<file path="src/rtl/seq_pkg.sv">
// Shared definitions for the word-to-serial scan controller and its sequence detector.
package seq_pkg;

   typedef enum logic [1:0] {
      IDLE  = 2'd0,
      SHIFT = 2'd1,
      DONE  = 2'd2
   } scan_state_e;

   // Pattern set recognised by the detector; each pattern owns one bit of the match vector.
   localparam int NUM_PATTERNS = 2;
   localparam int PAT_ID_101   = 0;
   localparam int PAT_ID_0010  = 1;

   localparam logic [2:0] PAT_101  = 3'b101;
   localparam logic [3:0] PAT_0010 = 4'b0010;

endpackage

</file>
<file path="src/rtl/seq_detector.sv">
// Mealy detector for the "101" and "0010" serial patterns (overlapping matches allowed).
module seq_detector
   import seq_pkg::*;
(
   input  logic clk,
   input  logic rst_n,
   input  logic din,
   output logic hit
);

   logic [2:0]              hist;
   logic [1:0]              depth;
   logic [NUM_PATTERNS-1:0] match;

   // depth guards against matching on history bits that were never streamed after a clear
   always_comb begin
      match              = '0;
      match[PAT_ID_101]  = (depth >= 2'd2) && ({hist[1:0], din} == PAT_101);
      match[PAT_ID_0010] = (depth == 2'd3) && ({hist, din} == PAT_0010);
   end

   assign hit = |match;

   always_ff @(posedge clk) begin
      if (!rst_n) begin
         hist  <= '0;
         depth <= '0;
      end else begin
         hist <= {hist[1:0], din};
         if (depth != 2'd3) begin
            depth <= depth + 2'd1;
         end
      end
   end

endmodule

</file>
<file path="src/rtl/seq_scan_top.sv">
// Scan controller paired with its serial sequence detector.
module seq_scan_top #(
   parameter int W  = 8,
   parameter int CW = $clog2(W + 1)
) (
   input  logic          clk,
   input  logic          rst,
   input  logic          in_valid,
   input  logic [W-1:0]  in_data,
   output logic          in_ready,
   input  logic          abort,
   output logic          out_valid,
   input  logic          out_ready,
   output logic [CW-1:0] hit_cnt,
   output logic [W-1:0]  hit_map
);

   logic det_din;
   logic det_rst_n;
   logic det_hit;

   seq_scan_ctrl #(.W(W), .CW(CW)) u_ctrl (
      .clk       (clk),
      .rst       (rst),
      .in_valid  (in_valid),
      .in_data   (in_data),
      .in_ready  (in_ready),
      .abort     (abort),
      .out_valid (out_valid),
      .out_ready (out_ready),
      .hit_cnt   (hit_cnt),
      .hit_map   (hit_map),
      .det_din   (det_din),
      .det_rst_n (det_rst_n),
      .det_hit   (det_hit)
   );

   seq_detector u_det (
      .clk   (clk),
      .rst_n (det_rst_n),
      .din   (det_din),
      .hit   (det_hit)
   );

endmodule

</file>
<file path="src/rtl/seq_scan_ctrl.sv">
// Streams one W-bit word MSB-first into a serial detector and returns hit count and hit map.
// Handshakes: a transfer occurs on a rising edge where valid and ready are both high.
module seq_scan_ctrl
   import seq_pkg::*;
#(
   parameter int W  = 8,
   parameter int CW = $clog2(W + 1)
) (
   input  logic          clk,
   input  logic          rst,
   input  logic          in_valid,
   input  logic [W-1:0]  in_data,
   output logic          in_ready,
   input  logic          abort,
   output logic          out_valid,
   input  logic          out_ready,
   output logic [CW-1:0] hit_cnt,
   output logic [W-1:0]  hit_map,
   output logic          det_din,
   output logic          det_rst_n,
   input  logic          det_hit
);

   localparam int IW = $clog2(W);

   scan_state_e   state;
   scan_state_e   state_nxt;
   logic [W-1:0]  sreg;
   logic [IW-1:0] idx;

   always_ff @(posedge clk or posedge rst) begin
      if (rst) begin
         state <= IDLE;
      end else begin
         state <= state_nxt;
      end
   end

   always_comb begin
      state_nxt = state;
      case (state)
         IDLE:    if (in_valid) state_nxt = SHIFT;
         SHIFT: begin
            if (abort) begin
               state_nxt = IDLE;
            end else if (idx == '0) begin
               state_nxt = DONE;
            end
         end
         DONE:    if (out_ready) state_nxt = IDLE;
         default: state_nxt = IDLE;
      endcase
   end

   // Detector clear is registered so it releases exactly when the first bit appears on det_din.
   always_ff @(posedge clk or posedge rst) begin
      if (rst) begin
         sreg      <= '0;
         idx       <= '0;
         hit_cnt   <= '0;
         hit_map   <= '0;
         det_rst_n <= 1'b0;
      end else begin
         det_rst_n <= (state_nxt == SHIFT);
         case (state)
            IDLE: begin
               if (in_valid) begin
                  sreg    <= in_data;
                  idx     <= IW'(W - 1);
                  hit_cnt <= '0;
                  hit_map <= '0;
               end
            end
            SHIFT: begin
               if (abort) begin
                  sreg    <= '0;
                  idx     <= '0;
                  hit_cnt <= '0;
                  hit_map <= '0;
               end else begin
                  if (det_hit) begin
                     hit_cnt      <= hit_cnt + CW'(1);
                     hit_map[idx] <= 1'b1;
                  end
                  sreg <= {sreg[W-2:0], 1'b0};
                  idx  <= idx - IW'(1);
               end
            end
            default: ;
         endcase
      end
   end

   // Zeros are shifted in, so the MSB is already 0 once a word is fully streamed or aborted.
   assign det_din   = sreg[W-1];
   assign in_ready  = (state == IDLE);
   assign out_valid = (state == DONE);

endmodule

</file>
<file path="config.mk">
export PLATFORM = sky130hd
export DESIGN_NAME = seq_scan_top
export DESIGN_NICKNAME = d
export VERILOG_FILES = /design/src/rtl/seq_pkg.sv /design/src/rtl/seq_detector.sv /design/src/rtl/seq_scan_top.sv /design/src/rtl/seq_scan_ctrl.sv
export SDC_FILE = /design/constraint.sdc
export NUM_CORES = 1
export LEC_CHECK = 0
export BUFFER_PORTS_ARGS = -buffer_cell sky130_fd_sc_hd__buf_2
export CORE_MARGIN = 2
export CORE_UTILIZATION = 40
export DETAILED_ROUTE_END_ITERATION = 10
export PLACE_DENSITY_LB_ADDON = 0.12
export SLEW_MARGIN = 25
export SYNTH_ARGS = -nofsm -noshare
export SYNTH_HDL_FRONTEND = slang
export SYNTH_SLANG_ARGS = --single-unit
</file>
<file path="constraint.sdc">
create_clock -name clk -period 1.6 [get_ports clk]
set_clock_uncertainty 0.15 [all_clocks]
set_input_delay 0.4 -clock clk [delete_from_list [all_inputs] [get_ports clk]]
set_output_delay 0.4 -clock clk [all_outputs]
set_load 0.05 [all_outputs]
</file>
==> results.sh <==
export IMPL_status="finished, violations left"
export IMPL_violations="negative setup slack"
export IMPL_clk_latency_ps=320
export IMPL_netlist_area_mm2=0.00145
export IMPL_ys_ff_latch=31
export IMPL_synthCells=148
export IMPL_timing_final_ws_setup_ps=-136
export IMPL_cts_max_path_buffers=2
export IMPL_start_kind="register"
export IMPL_ios=27
export IMPL_dieArea_mm2=0.00412
export IMPL_synthXorXnorAreaFrac_pct=0.605
export IMPL_htreeDepth=2
export IMPL_drt_iter0_markers=33
export IMPL_io_buffers=26
export IMPL_diodes=0
export IMPL_antenna_found_initial=0
export IMPL_synth_edf_count=0
export IMPL_worst_hold_slack_ps=176
export IMPL_first_global_vias=1171
export IMPL_post_route_cells_drive_above_1_share_pct=42.6
export IMPL_initial_core_util_pct=42.4
export IMPL_period_minus_slack_ps=1740
export IMPL_synthToLayoutAreaGrowth_pct=35.2
export IMPL_grt_pass1_wl_um=5260
export IMPL_setup_violations=14
export IMPL_end_kind="register"
export IMPL_combPwrFrac_pct=38.6
export IMPL_ys_seq_area_share_pct=51.9
export IMPL_yosys_warnings=0
export IMPL_dp_slack_ps=-176
export IMPL_synth_top_family_by_area="simple AND/OR/NAND/NOR gates"
export IMPL_p_sw_share_pct=37.1
export IMPL_clockPowerShare_pct=17.2
export IMPL_p_int_uw=1590
export IMPL_worst_pin_slew_ps=327
export IMPL_synth_area_leaders="dfrtp_1 (45%), dfxtp_1 (6.9%), nand2_1 (5.7%), ha_1 (4.3%), a21oi_1 (4.1%)"
export IMPL_vias=1157
export IMPL_period_share_pct=109
export IMPL_rows=21
export IMPL_route_detailed_drc=0
export IMPL_critPathKind="register to register"
export IMPL_die_height_um=64.2
export IMPL_final_core_util_pct=57.3
export IMPL_ys_types=34
export IMPL_rsz0062_at_grt="yes"
export IMPL_p_leak_uw=0.000925
export IMPL_synth_net_count=166
export IMPL_coreArea_mm2=0.00342
export IMPL_fillers=321
export IMPL_grt_use_total_pct=16.7
export IMPL_dp_hpwl_um=2130
export IMPL_synthSimpleGateAreaFrac_pct=20.1
export IMPL_p_per_area_mw_per_mm2=1290
export IMPL_synth_main_ff_cell="dfrtp_1"
export IMPL_seqPwrFrac_pct=44.2
export IMPL_chipWidth_um=64.2
export IMPL_ant_nets=0
export IMPL_slew_headroom_pct=78.2
export IMPL_cts_tree="yes"
export IMPL_hold_viol_final=0
export IMPL_crit_arrival_ps=1820
export IMPL_syn_avg_cell_area_um2=9.78
export IMPL_grt_remaining_overflow=0
export IMPL_power_switching_uw=935
export IMPL_num_nets_final=212
export IMPL_required_ps=1690
export IMPL_yosysTopAreaCellShare_pct=44.9
export IMPL_synthMuxAreaShare_pct=1.73
export IMPL_clock_fmax_mhz=576
export IMPL_peakVddDrop_mv=0.693
export IMPL_dr_pass1_iters=4
export IMPL_drv_cap=0
export IMPL_cp_max_fo=4
export IMPL_place_gp_congestion=0.787
export IMPL_grt_max_degree=27
export IMPL_drt_wl_total_um=2980
export IMPL_clockRootBuffer="clkbuf_4"
export IMPL_cts_clk_slew_worst_paths_ps=90
export IMPL_wire_per_inst_um=12.4
export IMPL_async_flop_share_pct=83.9
export IMPL_synthAdderAreaFrac_pct=4.32
export IMPL_slew_violations=0
export IMPL_hold_class="input pin to register"
export IMPL_synth_compound_area_share_pct=17.8
export IMPL_cts_num_sinks=31
export IMPL_cts_buffers=5
export IMPL_via_per_inst=4.80
export IMPL_synth_top_cell_by_area="dfrtp_1"
## flip-flops by register name, summed over array words and instances, names as in the netlist
name / count
u_ctrl.det_rst_n: 1
u_ctrl.hit_cnt: 4
u_ctrl.hit_map: 8
u_ctrl.idx: 3
u_ctrl.sreg: 8
u_ctrl.state: 2
u_det.depth: 2
u_det.hist: 3
## power by group through the flow
| stage | combinational (uW) | clock [uW] | sequential [uW] |
|---|---|---|---|
| 2_1_floorplan | 559 | 0 | 1120 |
| 3_3_place_gp | 791 | 0 | 1120 |
| 3_5_place_dp | 812 | 0 | 1130 |
| 4_1_cts | 919 | 461 | 1110 |
| 5_1_grt | 1080 | 505 | 1140 |
| 6_report | 973 | 434 | 1120 |
## path summary, 6_finish.rpt
| path | start | end | slack (ps) | depth (start not counted) |
|---|---|---|---|---|
| setup / recovery | u_det.depth[1]$_SDFFE_PN0N_ | u_ctrl.hit_map[4]$_DFFE_PP0P_ | -140 | 6 |
| hold / removal | in_data[0] | u_ctrl.sreg[0]$_DFFE_PP0P_ | 180 | 2 |
| setup reg to reg | u_det.depth[1]$_SDFFE_PN0N_ | u_ctrl.hit_map[4]$_DFFE_PP0P_ | -140 | 6 |
| hold reg to reg | u_det.hist[0]$_SDFF_PN0_ | u_det.hist[1]$_SDFF_PN0_ | 320 | 1 |
| max in group asynchronous | rst | u_ctrl.state[0]$_DFF_PP0_ | 530 | 4 |
| min in group asynchronous | rst | u_ctrl.sreg[1]$_DFFE_PP0P_ | 510 | 4 |
## critical path, cell delays in order (launching register included)
cell and delay, ps:
dfxtp_4 370, ha_4 140, nand2b_4 40, or4_4 460, a21oi_4 210, nand2_2 120
o31ai_2 180
## cells by family after synthesis
kind of cell / Yosys count
fa+ha+maj: 5
flops: 31
xor+xnor: 1
buf+inv: 12
simple gates: 56
mux: 2
compound gates: 41
## through the flow
step	cell area [um2]	std cells	power [uW]	setup TNS (ps)
after floorplan	1490	148	1680	-1030
after global placement	1750	228	1910	-1260
after CTS	1910	240	2490	-1360
after global routing	1960	241	2730	-2020
final	1960	241	2520	-1050
after detailed placement	1750	228	1940	-1450
## metal layers
layer	global-route usage, %	routed length [um]	vias up
met4	6.38	24	0
li1	-	-	598
met1	20.7	1370	525
met2	27.0	1400	32
met5	0	0	-
met3	5.63	186	2
## final cells by class
type	instances	area, um2	share of cell area [%]
inverter	6	22.5	1.15
multi-input combinational	105	763	39.0
clock inverter	2	12.5	0.639
sequential	31	759	38.8
timing repair buffer	45	300	15.3
clock buffer	6	41.3	2.11
tap	46	57.6	2.94
## cells in the mapped netlist, drive strengths merged, types with 2 or more instances
cell type  instances
clkbuf             4
or2                3
o21ai             17
dfrtp             26
nand2b             3
dfxtp              5
inv                6
buf                2
and3               2
nor2              10
nand2             23
nor2b              2
and2               5
a31oi              2
o31ai              2
nor3b              7
ha                 5
a21oi             13
a22o               2
## cell usage in the layout (no fill, tap or decap), types with 2 or more instances in the layout
master    count
buf_4        17
o21ai_0       6
dfxtp_2       2
buf_2        22
or2_4         2
ha_1          3
buf_6         4
dfrtp_1      24
clkbuf_4      6
nor3b_2       3
nand2b_4      2
o31ai_2       2
o21ai_1       7
a21oi_1      11
dfrtp_2       2
a22o_1        2
and2_1        4
o21ai_2       4
nor3b_1       4
inv_1         6
nor2_1        9
nand2_1      21
dfxtp_1       2
a31oi_1       2
ha_4          2
## what timing repair did
action | 4_1_cts | 5_1_grt
endpoints found under the setup margin | 14 | 21
buffers inserted | 3 | 1
gates resized for setup | 16 | 14
pin swaps | 11 | 5
hold buffers | 1 | 0
endpoints found under the hold margin | 26 | 0
gates cloned | 0 | 0
Note: power is estimated with default switching activity, not from simulation.
